File: src/rtl/if_pkg.sv
// Shared types and constants for the instruction fetch stage.
package if_pkg;

  localparam int PC_W    = 64;
  localparam int INSTR_W = 32;

  // Canonical no-op (addi x0, x0, 0) available to consumers of fetch entries.
  localparam logic [INSTR_W-1:0] INSTR_NOP = 32'h0000_0013;

  typedef enum logic [1:0] {
    ST_RESET = 2'd0,
    ST_FETCH = 2'd1,
    ST_STALL = 2'd2
  } fetch_state_e;

  typedef struct packed {
    logic [PC_W-1:0]    pc;
    logic [INSTR_W-1:0] instr;
  } fetch_entry_t;

endpackage

File: src/rtl/fetch_fifo.sv
// Synchronous response buffer between instruction memory and decode.
// The head entry is presented directly from storage; when the buffer is
// empty the last popped entry is held on the output.
module fetch_fifo
  import if_pkg::*;
#(
  parameter int DEPTH = 2,
  localparam int PW   = (DEPTH > 1) ? $clog2(DEPTH) : 1,
  localparam int CW   = $clog2(DEPTH) + 1
) (
  input  logic          clk,
  input  logic          rst,
  input  logic          push_i,
  input  logic          pop_i,
  input  logic          flush_i,
  input  fetch_entry_t  din_i,
  output fetch_entry_t  dout_o,
  output logic          empty_o,
  output logic [CW-1:0] count_o
);

  fetch_entry_t  mem_q [DEPTH];
  fetch_entry_t  last_q;
  logic [PW-1:0] wr_ptr_q;
  logic [PW-1:0] rd_ptr_q;
  logic [CW-1:0] count_q;
  logic          empty_s;
  logic          full_s;
  logic          pop_ok_s;

  assign empty_s  = (count_q == {CW{1'b0}});
  assign full_s   = (count_q == CW'(DEPTH));
  assign pop_ok_s = pop_i && !empty_s;
  assign empty_o  = empty_s;
  assign count_o  = count_q;
  assign dout_o   = empty_s ? last_q : mem_q[rd_ptr_q];

  // Pointer/count bookkeeping; a flush empties the buffer but a concurrent pop still records its entry.
  always_ff @(posedge clk) begin
    if (!rst) begin
      wr_ptr_q <= {PW{1'b0}};
      rd_ptr_q <= {PW{1'b0}};
      count_q  <= {CW{1'b0}};
      last_q   <= '{pc: {PC_W{1'b0}}, instr: {INSTR_W{1'b0}}};
    end else begin
      if (pop_ok_s) begin
        last_q <= mem_q[rd_ptr_q];
      end
      if (flush_i) begin
        wr_ptr_q <= {PW{1'b0}};
        rd_ptr_q <= {PW{1'b0}};
        count_q  <= {CW{1'b0}};
      end else begin
        if (push_i) begin
          wr_ptr_q <= wr_ptr_q + PW'(1);
        end
        if (pop_ok_s) begin
          rd_ptr_q <= rd_ptr_q + PW'(1);
        end
        count_q <= count_q + CW'(push_i) - CW'(pop_ok_s);
      end
    end
  end

  // Storage write; contents need no reset because the count gates visibility.
  always_ff @(posedge clk) begin
    if (push_i && !flush_i) begin
      mem_q[wr_ptr_q] <= din_i;
    end
  end

  fetch_fifo_chk u_chk (
    .clk     (clk),
    .rst     (rst),
    .push_i  (push_i),
    .flush_i (flush_i),
    .full_i  (full_s)
  );

endmodule

File: src/rtl/fetch_fifo_chk.sv
// Property checker for the fetch response buffer.
module fetch_fifo_chk (
  input logic clk,
  input logic rst,
  input logic push_i,
  input logic flush_i,
  input logic full_i
);

  // The credit scheme upstream must never let a response arrive into a full buffer.
  a_no_push_when_full: assert property (@(posedge clk) disable iff (!rst)
    !(push_i && full_i && !flush_i));

endmodule

File: src/rtl/instr_fetch_ctrl.sv
// Fetch stage: PC register, one-deep in-flight tracking against a 1-cycle
// instruction memory, credit-based issue and a response buffer toward decode.
module instr_fetch_ctrl
  import if_pkg::*;
#(
  parameter int              FIFO_DEPTH = 2,
  parameter logic [PC_W-1:0] RESET_PC   = {PC_W{1'b0}}
) (
  input  logic               clk,
  input  logic               rst,
  output logic               mem_req,
  output logic [PC_W-1:0]    mem_pc,
  input  logic [INSTR_W-1:0] mem_instr,
  output logic               if_valid,
  input  logic               if_ready,
  output logic [PC_W-1:0]    if_pc,
  output logic [INSTR_W-1:0] if_instr,
  input  logic               redirect_valid,
  input  logic [PC_W-1:0]    redirect_pc,
  output logic [PC_W-1:0]    fetch_pc
);

  localparam int CW = $clog2(FIFO_DEPTH) + 1;

  fetch_state_e    state_q;
  logic [PC_W-1:0] pc_q;
  logic            inflight_q;
  logic [PC_W-1:0] inflight_pc_q;

  logic [CW-1:0]   count_s;
  logic            empty_s;
  logic            deq_s;
  logic [CW:0]     occupancy_s;
  logic            credit_ok_s;
  logic            issue_s;
  logic            push_s;
  fetch_entry_t    push_entry_s;
  fetch_entry_t    head_s;

  assign deq_s        = !empty_s && if_ready;
  assign push_s       = inflight_q && !redirect_valid;
  assign push_entry_s = '{pc: inflight_pc_q, instr: mem_instr};

  // Occupancy after this cycle decides whether another fetch may be launched.
  always_comb begin
    occupancy_s = {1'b0, count_s} + {{CW{1'b0}}, inflight_q} - {{CW{1'b0}}, deq_s};
    credit_ok_s = (occupancy_s < (CW + 1)'(FIFO_DEPTH));
    if (redirect_valid) begin
      issue_s = 1'b0;
    end else if ((state_q == ST_FETCH) || (state_q == ST_STALL)) begin
      issue_s = credit_ok_s;
    end else begin
      issue_s = 1'b0;
    end
  end

  // Fetch FSM with PC and in-flight tracking; a redirect overrides every state.
  always_ff @(posedge clk) begin
    if (!rst) begin
      state_q       <= ST_RESET;
      pc_q          <= RESET_PC;
      inflight_q    <= 1'b0;
      inflight_pc_q <= {PC_W{1'b0}};
    end else if (redirect_valid) begin
      state_q    <= ST_FETCH;
      pc_q       <= redirect_pc;
      inflight_q <= 1'b0;
    end else begin
      case (state_q)
        ST_RESET: begin
          state_q    <= ST_FETCH;
          inflight_q <= 1'b0;
        end
        ST_FETCH, ST_STALL: begin
          if (issue_s) begin
            state_q       <= ST_FETCH;
            pc_q          <= pc_q + {{(PC_W-1){1'b0}}, 1'b1};
            inflight_q    <= 1'b1;
            inflight_pc_q <= pc_q;
          end else begin
            state_q    <= ST_STALL;
            inflight_q <= 1'b0;
          end
        end
        default: begin
          state_q    <= ST_RESET;
          inflight_q <= 1'b0;
        end
      endcase
    end
  end

  fetch_fifo #(
    .DEPTH (FIFO_DEPTH)
  ) u_fifo (
    .clk     (clk),
    .rst     (rst),
    .push_i  (push_s),
    .pop_i   (deq_s),
    .flush_i (redirect_valid),
    .din_i   (push_entry_s),
    .dout_o  (head_s),
    .empty_o (empty_s),
    .count_o (count_s)
  );

  assign mem_req  = issue_s;
  assign mem_pc   = pc_q;
  assign fetch_pc = pc_q;
  assign if_valid = !empty_s;
  assign if_pc    = head_s.pc;
  assign if_instr = head_s.instr;

endmodule

File: config.mk
export PLATFORM = sky130hd
export DESIGN_NAME = instr_fetch_ctrl
export DESIGN_NICKNAME = d
export VERILOG_FILES = /design/src/rtl/if_pkg.sv /design/src/rtl/fetch_fifo.sv /design/src/rtl/fetch_fifo_chk.sv /design/src/rtl/instr_fetch_ctrl.sv
export SDC_FILE = /design/constraint.sdc
export NUM_CORES = 1
export LEC_CHECK = 0
export BUFFER_PORTS_ARGS = -buffer_cell sky130_fd_sc_hd__clkbuf_2
export CORE_MARGIN = 10
export CORE_UTILIZATION = 50
export DETAILED_ROUTE_END_ITERATION = 10
export PLACE_DENSITY = 0.83
export REMOVE_ABC_BUFFERS = 1
export SYNTH_ARGS = -nofsm -noshare
export SYNTH_HDL_FRONTEND = slang
export SYNTH_HIERARCHICAL = 1
export SYNTH_SLANG_ARGS = --single-unit
File: constraint.sdc
create_clock -name clk -period 31.6 [get_ports clk]
set_input_delay 6.32 -clock clk [delete_from_list [all_inputs] [get_ports clk]]
set_output_delay 6.32 -clock clk [all_outputs]
set_load 0.005 [all_outputs]
**After elaboration in Yosys (flattened, before gate mapping)**

Memory sizes are Yosys's and may differ from the RTL's. A register that Yosys moved wholly into a read port is not among the register bits.
Index checks and enable logic that the tools add are counted.

- Register bits after elaboration: 231
- Latch bits: 0
- RAM bits: 192
- Memory bits (read-only): 0
- Input bits: 100
- Output and inout port bits: 226
- Logic and storage cells: 54
- Memories: 1

- Add/subtract/negate cells: 7
- Multipliers: 0
- Divide/modulo/power cells: 0
- $lt $le $gt $ge: 1
- Equality and inequality tests: 2
- Shifts and indexed selects: 0
- Mux-type cells: 14
- Bitwise logic cells: 3
- Reduce and logical (&&, ||, !) cells: 16

Memory list:

| memory | words | width | read ports | clocked after memory_dff | write ports | RTL line | source |
|---|---|---|---|---|---|---|---|
| u_fifo.mem_q | 2 | 96 | 1 | 1 | 1 | fetch_fifo.sv:22 | `fetch_entry_t mem_q [DEPTH];` |

Operators by type and width:

| cell | number |
|---|---|
| $mux 64 | 3 |
| $mux 96 | 1 |
| $add 64x1->64 const B | 1 |
| $mux 1 | 8 |
| $logic_and 1x1->1 | 4 |
| $logic_not 2->1 | 2 |
| $pmux 2 s2 | 1 |
| $reduce_bool 2->1 | 2 |
| $reduce_or 2->1 | 2 |
| $add 2x1->3 | 1 |
| $lt 3x2->1 const B | 1 |
| $not 1->1 | 3 |
| $reduce_and 3->1 | 1 |
| $reduce_or 3->1 | 1 |
| $sub 3x1->3 | 1 |
| $add 1x1->1 const B | 2 |
| $add 2x1->2 | 1 |
| $eq 2x1->1 const B | 1 |
| $eq 2x2->1 const B | 1 |
| $logic_not 1->1 | 2 |
| $mux 2 | 1 |
| $reduce_and 2->1 | 1 |
| $sub 2x1->2 | 1 |
| $logic_or 1x1->1 | 1 |

**Logic depth before layout (Yosys ltp)**

Gate-level depths: netlist of run 1.

- Word-level depth: 10
- Gate-level depth with buffers: 18
- Gate-level depth less buffers: 12

**Modules after synthesis**

Netlist of run 1, hierarchy kept.

By module, submodules not included:

| module | instances | cells each | area an instance (µm²) | seq. area each (µm²) |
|---|---|---|---|---|
| fetch_fifo | 1 | 997 | 12,990.0 | 7,787.5 |
| instr_fetch_ctrl | 1 | 858 | 6,655.1 | 2,622.5 |

**Least setup slack after synthesis of run 1**

Ideal clock, no wire load.

- Path kind: input to output
- From: input port if_ready
- To: output port mem_req
- Arrival time: 8.555 ns
- Data required time: 25.280 ns
- Path slack: 16.725 ns
- Stages: 8
- Buffers on the path: 1
- Cell sequence: nor2b_1 -> ha_1 -> nand2b_1 -> fa_1 -> xnor2_1 -> nand3_1 -> inv_2 -> clkbuf_1

- Cells in the longest elaborated chain, start to end: 5

RTL lines:

| what | RTL line | source |
|---|---|---|
| from (decl) | instr_fetch_ctrl.sv:15 | `input logic if_ready,` |
| $logic_and 1x1->1 | instr_fetch_ctrl.sv:40 | `assign deq_s = !empty_s && if_ready;` |
| $sub 3x1->3 | instr_fetch_ctrl.sv:46 | `occupancy_s = {1'b0, count_s} + {{CW{1'b0}}, inflight_q} - {{CW{1'b0}}, deq_s};` |
| $lt 3x2->1 | instr_fetch_ctrl.sv:47 | `credit_ok_s = (occupancy_s < (CW + 1)'(FIFO_DEPTH));` |
| $mux 1 | instr_fetch_ctrl.sv:50 | `end else if ((state_q == ST_FETCH) \|\| (state_q == ST_STALL)) begin` |
| $mux 1 | instr_fetch_ctrl.sv:48 | `if (redirect_valid) begin` |
| to (decl) | instr_fetch_ctrl.sv:11 | `output logic mem_req,` |

Every way passes these cells.

**Worst setup path in the final report of run 1**

- From: input port if_ready
- To: output port mem_req

- Cells in the longest elaborated chain, start to end: 5

RTL lines:

| what | RTL line | source |
|---|---|---|
| $logic_and 1x1->1 | instr_fetch_ctrl.sv:40 |  |
| named net deq_s | instr_fetch_ctrl.sv:32 | `logic deq_s;` |
| $sub 3x1->3 | instr_fetch_ctrl.sv:46 |  |
| $lt 3x2->1 | instr_fetch_ctrl.sv:47 |  |
| $mux 1 | instr_fetch_ctrl.sv:50 |  |
| $mux 1 | instr_fetch_ctrl.sv:48 |  |

The timed path passes the listed nets, and every way through them passes these cells.

==> run_results.csv, run 1 <==
group,metric,value,unit
clocking,cts_root_buf,"clkbuf_16",
clocking,cts.repair.resized,0,
status,run_status,"complete, no violations",
timing,min_period_over_period,0.505,
power_and_ir_drop,p_int,0.933,mW
placed_design,routabilityCongestion,0.862,
clocking,post_cts_buffers,0,
floorplanning,fp.coreArea,38700,um2
synthesis,synth_edf_count,192,
power_and_ir_drop,finalPower,1.22,mW
route,wl_per_cell,22.5,um
worst_setup_path,end_kind,"output port",
route,vias_per_cell,6.18,
placed_design,placed_cell_area,20900,um2
flow_run,maxCapViolCount,0,
timing,worst_pin_slew,1.32,ns
clocking,cts_hold_buffers,0,
clocking,cts_tree,"done",
placed_design,port_buffers,325,
power_and_ir_drop,ir_worst_vdd,0.0314,mV
final_layout,nNetsFinal,2128,
synthesis,async_reset_ff_frac,0,
clocking,clock-sinks,424,
floorplanning,row_count,72,
global_route,grt_pass1_wl,88600,um
power_and_ir_drop,powerDensity,54.4,nW/um2
worst_setup_path,worst_ep_required_time,25.28,ns
worst_setup_path,arrival,9.64,ns
synthesis,synth_warnings,6,
timing,maxSlewHeadroom,0.116,
floorplanning,io_pins,326,
global_route,gr-total-overflow,0,
synthesis,yosysSeqAreaShare,0.530,
floorplanning,initial_core_util,0.507,
global_route,globalRouteTotalUtil,0.231,
timing,skew,0.0266,ns
power_and_ir_drop,combPwrFrac,0.064,
route,first_pass_iters,6,
synthesis,synth_seq_cells,424,
final_layout,syn_to_final_growth,13.9,%
final_layout,final_common_cell,"clkbuf_2",
power_and_ir_drop,total_leakage_power,7.76,nW
final_layout,final_cell_mix,"clkbuf_2 (324), dfxtp_1 (229), edfxtp_1 (192), a21oi_1 (177), nand2_1 (163)",
final_layout,final_area,22400,um2
synthesis,ys_types,61,
route,ant_nets,0,
final_layout,layout-drive-gt1-share,0.212,
clocking,cts_inserted_buffers,44,
route,vias,15900,
timing,hold_ws,0.439,ns
clocking,htree_levels,2,
timing,min_period,15.96,ns
timing,finalHoldViolCount,0,
synthesis,synthesis.area,19600,um2
power_and_ir_drop,switchingPower,0.284,mW
clocking,path_clk_slew,0.06,ns
final_layout,finish.utilization,0.577,
floorplanning,die_x,218,um
worst_setup_path,start_kind,"input port",
floorplanning,die_h,218,um
global_route,antenna_found_initial,2,
timing,grt_setup_unrepaired,"no",
worst_setup_path,path_max_fanout,71,
timing,slew_violations,0,
clocking,cts_max_path_buffers,3,
route,drtIter0Drc,1362,
power_and_ir_drop,pwr-share-clk,0.438,
synthesis,synthCells,1855,
placed_design,hpwl,36400,um
clocking,clock_latency,0.56,ns
timing,fmax,0.0627,GHz
timing,finalSetupTns,0,ns
global_route,grt_pass1_vias,15900,
floorplanning,die-area,47600,um2
min_path,min_path_type,"reg2reg",
power_and_ir_drop,seqPwrFrac,0.498,
timing,setup_viol_count_final,0,
worst_setup_path,critical_path_class,"in2out",
synthesis,avgSynthCellArea,10.6,um2
power_and_ir_drop,sw_frac_of_total,0.234,
route,post-route-drc-count,0,
route,wl,58000,um
global_route,grt_max_degree,121,
synthesis,synth_flop_cell,"dfxtp_1",
-- area by class of cell --
class,instances,area [um2]
diodes,3,7.51
clock buffers,62,1310
clock inverters,18,181
fillers,3246,16400
inverters,21,81.3
multi-input cells,1187,7940
flip-flops and latches,424,10400
well taps,518,648
repair buffers,343,1770
-- routing by layer --
| metal | vias to the layer above | global-route usage | routed length [um] |
|---|---|---|---|
| met5 | - | 0 | 0 |
| met4 | 0 | 0.100 | 2060 |
| met3 | 125 | 0.0432 | 4420 |
| met2 | 738 | 0.387 | 28000 |
| met1 | 7774 | 0.288 | 23500 |
| li1 | 7283 | - | - |
-- metrics by stage --
stage	setup WS, ns	std cells
floorplan	13.13	1632
global placement	15.74	2493
detailed placement	15.66	2493
CTS	15.67	2573
global route	15.45	2575
finish	15.64	2576
-- Yosys cell counts, types with 2 or more instances --
cell,count,area share
and4_1,5,0.0022
nand2b_1,4,0.0013
o31ai_1,17,0.0065
buf_1,4,0.00076
mux2i_1,99,0.050
a32oi_1,3,0.0013
and2_1,4,0.0013
a21oi_1,177,0.045
or4_1,21,0.0080
nor3_1,106,0.027
buf_2,44,0.011
o21ai_0,49,0.012
nand3b_1,99,0.038
o211ai_1,100,0.038
a31oi_1,28,0.0089
xnor2_1,15,0.0067
nand4_1,26,0.0083
nor2_1,30,0.0057
nor2b_1,4,0.0013
or3_1,16,0.0051
dfxtp_1,232,0.24
o211ai_2,2,0.0013
o311ai_0,5,0.0022
clkbuf_1,93,0.018
and3_1,9,0.0029
buf_6,10,0.0057
nand4b_1,2,0.00089
nand4bb_1,96,0.055
a211oi_1,11,0.0042
xor2_1,14,0.0062
inv_2,3,0.00057
inv_1,17,0.0032
nand2_1,163,0.031
ha_1,6,0.0038
nor4_1,16,0.0051
buf_4,71,0.027
a311oi_1,4,0.0018
nand3_1,36,0.0092
edfxtp_1,192,0.29
-- power groups by stage --
stage / registers (mW) / clock network (mW) / logic [mW]
after global placement: 0.616 / 0 / 0.0755
after detailed placement: 0.618 / 0 / 0.0780
after CTS: 0.606 / 0.540 / 0.0783
after floorplan: 0.613 / 0 / 0.0339
after global routing: 0.608 / 0.560 / 0.0856
final: 0.607 / 0.533 / 0.0778
-- final timing paths --
path	from	endpoint	slack (ns)	cells past startpoint
hold / removal	inflight_pc_q[8]$_SDFFE_PN0P_	u_fifo/mem_q[1][40]$_DFFE_PP_	0.44	0
hold reg to reg	inflight_pc_q[8]$_SDFFE_PN0P_	u_fifo/mem_q[1][40]$_DFFE_PP_	0.44	0
setup reg to reg	u_fifo/count_o[1]$_SDFF_PP0_	fetch_pc[51]$_SDFFE_PN0P_	24.63	12
setup / recovery	if_ready	mem_req	15.64	11
-- critical path, cell delays in order --
cell	delay, ns
clkbuf_2	0.07
nor2b_4	0.11
buf_4	0.58
ha_1	0.36
nand2b_1	0.15
fa_1	0.41
xnor2_1	0.45
nand3_4	0.13
inv_2	0.06
buf_4	0.65
clkbuf_2	0.24
-- kinds of logic (layout without fill, tap and decap cells) --
group | count (synthesis) | after routing | synth area share
AND/OR/NAND/NOR | 644 | 644 | 0.206
flip-flops | 424 | 424 | 0.530
AO/OA/AOI/OAI | 407 | 407 | 0.128
buffers and inverters | 244 | 444 | 0.0676
multiplexers | 99 | 99 | 0.0504
XOR/XNOR | 30 | 30 | 0.0141
adder cells (fa/ha/maj) | 7 | 7 | 0.00484
other | 0 | 3 | 0
-- sequential cells by signal (all words and copies together), names as in the netlist, named ones only --
register / count
u_fifo/mem_q: 192
u_fifo/last_q: 96
fetch_pc: 64
inflight_pc_q: 64
state_q: 2
u_fifo/count_o: 2
inflight_q: 1
u_fifo/rd_ptr_q: 1
u_fifo/wr_ptr_q: 1
Note: power is estimated with default switching activity, not from simulation.
==> inputs of run 2 (changes only) <==
Settings changed: ABC_AREA from default to 1.
Clock period 31.6 ns to 14.75 ns, I/O delays scaled along.
==> run_results.csv, run 2 <==
group,metric,value,unit
global_route,grt_max_degree,97,
synthesis,avgSynthCellArea,7.62,um2
synthesis,synth_warnings,6,
floorplanning,die_x,220,um
timing,fmax,0.112,GHz
route,drtIter0Drc,1379,
route,post-route-drc-count,0,
timing,grt_setup_unrepaired,"no",
clocking,clock-sinks,424,
min_path,min_path_type,"reg2reg",
final_layout,largestRegisters,"u_fifo/mem_q (192), u_fifo/last_q (96)",
global_route,antenna_found_initial,0,
synthesis,yosysMostFrequentCell,"nand2_1",
power_and_ir_drop,ir_worst_vdd,0.0842,mV
floorplanning,io_pins,326,
clocking,cts.repair.resized,0,
placed_design,hpwl,40600,um
timing,skew,0.0163,ns
clocking,path_clk_slew,0.06,ns
clocking,clock_latency,0.57,ns
flow_run,maxCapViolCount,0,
worst_setup_path,r2r_cells,11,
synthesis,synth_edf_count,192,
worst_setup_path,reg2reg_slack,9.75,ns
synthesis,ys_types,43,
floorplanning,initial_core_util,0.504,
clocking,cts_hold_buffers,0,
timing,finalHoldViolCount,0,
clocking,cts_inserted_buffers,44,
route,wl,59300,um
route,vias_per_cell,5.16,
route,vias,17400,
final_layout,largest_reg_flops,192,
synthesis,synth_seq_cells,424,
final_layout,syn_to_final_growth,14.1,%
worst_setup_path,start_kind,"input port",
final_layout,regMostFlops,"u_fifo/mem_q",
clocking,cts_max_path_buffers,3,
worst_setup_path,arrival,5.96,ns
floorplanning,die_h,220,um
placed_design,port_buffers,325,
synthesis,yosys.area.top_type_share,0.289,
status,run_status,"complete, no violations",
timing,finalSetupTns,0,ns
clocking,cts_tree,"done",
worst_setup_path,end_kind,"output port",
final_layout,layout-drive-gt1-share,0.160,
global_route,globalRouteTotalUtil,0.238,
worst_setup_path,worst_ep_required_time,11.80,ns
floorplanning,fp.coreArea,39500,um2
synthesis,netlist_top_cells_area,"edfxtp_1 (29%), dfxtp_1 (23%), nand2_1 (16%)",
synthesis,synthCells,2617,
floorplanning,die-area,48300,um2
global_route,gr-total-overflow,0,
worst_setup_path,critical_path_class,"in2out",
timing,min_period_over_period,0.604,
timing,maxSlewHeadroom,0.225,
synthesis,synth_flop_cell,"dfxtp_1",
power_and_ir_drop,total_leakage_power,10.2,nW
timing,slew_violations,0,
synthesis,synthesis.area,19900,um2
route,wl_per_cell,17.5,um
floorplanning,row_count,73,
synthesis,yosysSeqAreaShare,0.522,
global_route,grt_pass1_wl,91000,um
timing,min_period,8.91,ns
timing,hold_ws,0.448,ns
power_and_ir_drop,finalPower,2.56,mW
final_layout,nNetsFinal,2926,
global_route,grt_pass1_vias,16900,
final_layout,final_cell_mix,"nand2_1 (849), nor2_1 (350), clkbuf_2 (324), inv_1 (317), dfxtp_1 (231)",
power_and_ir_drop,powerDensity,112,nW/um2
clocking,cts_root_buf,"clkbuf_16",
clocking,htree_levels,2,
timing,worst_pin_slew,1.16,ns
synthesis,yosys-top-cells-count,"nand2_1 (849), nor2_1 (350), inv_1 (317)",
final_layout,finish.utilization,0.575,
synthesis,async_reset_ff_frac,0,
route,first_pass_iters,6,
min_path,whs_path_depth,0,
placed_design,routabilityCongestion,0.914,
worst_setup_path,path_max_fanout,49,
clocking,post_cts_buffers,0,
timing,setup_viol_count_final,0,
route,ant_nets,0,
final_layout,final_common_cell,"nand2_1",
synthesis,synth_area_leader_cell,"edfxtp_1",
## run 2: cell types whose count changed after synthesis, moves of 17 or more
cell | previous run | this run
a21oi_1 | 177 | 83
or4_1 | 21 | 0
inv_1 | 17 | 317
o211ai_1 | 100 | 9
clkbuf_1 | 93 | 58
nand3_1 | 36 | 62
nor3_1 | 106 | 15
mux2i_1 | 99 | 0
nand2_1 | 163 | 849
o31ai_1 | 17 | 0
o21ai_0 | 49 | 188
nand3b_1 | 99 | 3
nand4bb_1 | 96 | 0
nor2_1 | 30 | 350
## run 2: through the flow
step	instance area, um2	setup slack [ns]	instances
floorplan	18900	4.43	2432
global placement	21300	5.97	3298
detailed placement	21300	5.88	3298
CTS	22700	5.88	3377
global route	22700	5.64	3377
finish	22800	5.84	3380
## run 2: path summary, 6_finish.rpt
| check | end | startpoint |
|---|---|---|
| max | mem_req | if_ready |
| max reg2reg | fetch_pc[10]$_SDFFE_PN0P_ | u_fifo/count_o[1]$_SDFF_PP0_ |
| min | u_fifo/mem_q[1][74]$_DFFE_PP_ | inflight_pc_q[42]$_SDFFE_PN0P_ |
| min reg2reg | u_fifo/mem_q[1][74]$_DFFE_PP_ | inflight_pc_q[42]$_SDFFE_PN0P_ |
## run 2: cells by family after synthesis
family          share of synthesized area
simple gates                        0.270
buf+inv                             0.113
flops                               0.522
compound gates                     0.0837
xor+xnor                          0.00615
fa+ha+maj                         0.00477
## run 2: layout make-up
type	count	area, um2
Clock inverter	15	136
Inverter	327	1230
Antenna cell	3	7.51
Sequential cell	424	10400
Fill cell	3527	16800
Timing Repair Buffer	341	1750
Tap cell	525	657
Clock buffer	64	1270
Multi-Input combinational cell	1681	7290
## run 2: layer usage
metal	GRT usage	part of all wire
met4	0.0829	0.030
met5	0	0
met2	0.403	0.48
met1	0.301	0.42
met3	0.0432	0.073
## run 2: where the power goes
group / internal (mW) / switching, mW
logic: 0.0579 / 0.109
clock network: 0.632 / 0.453
registers: 1.26 / 0.0413
## run 2: critical path: stages
cell and delay [ns]:
clkbuf_2 0.08, inv_1 0.03, nor2_1 0.12, ha_1 0.24, or2_2 0.31, fa_1 0.49
a21boi_1 0.18, nand3_2 0.35, nor2_4 0.93, clkbuf_2 0.26
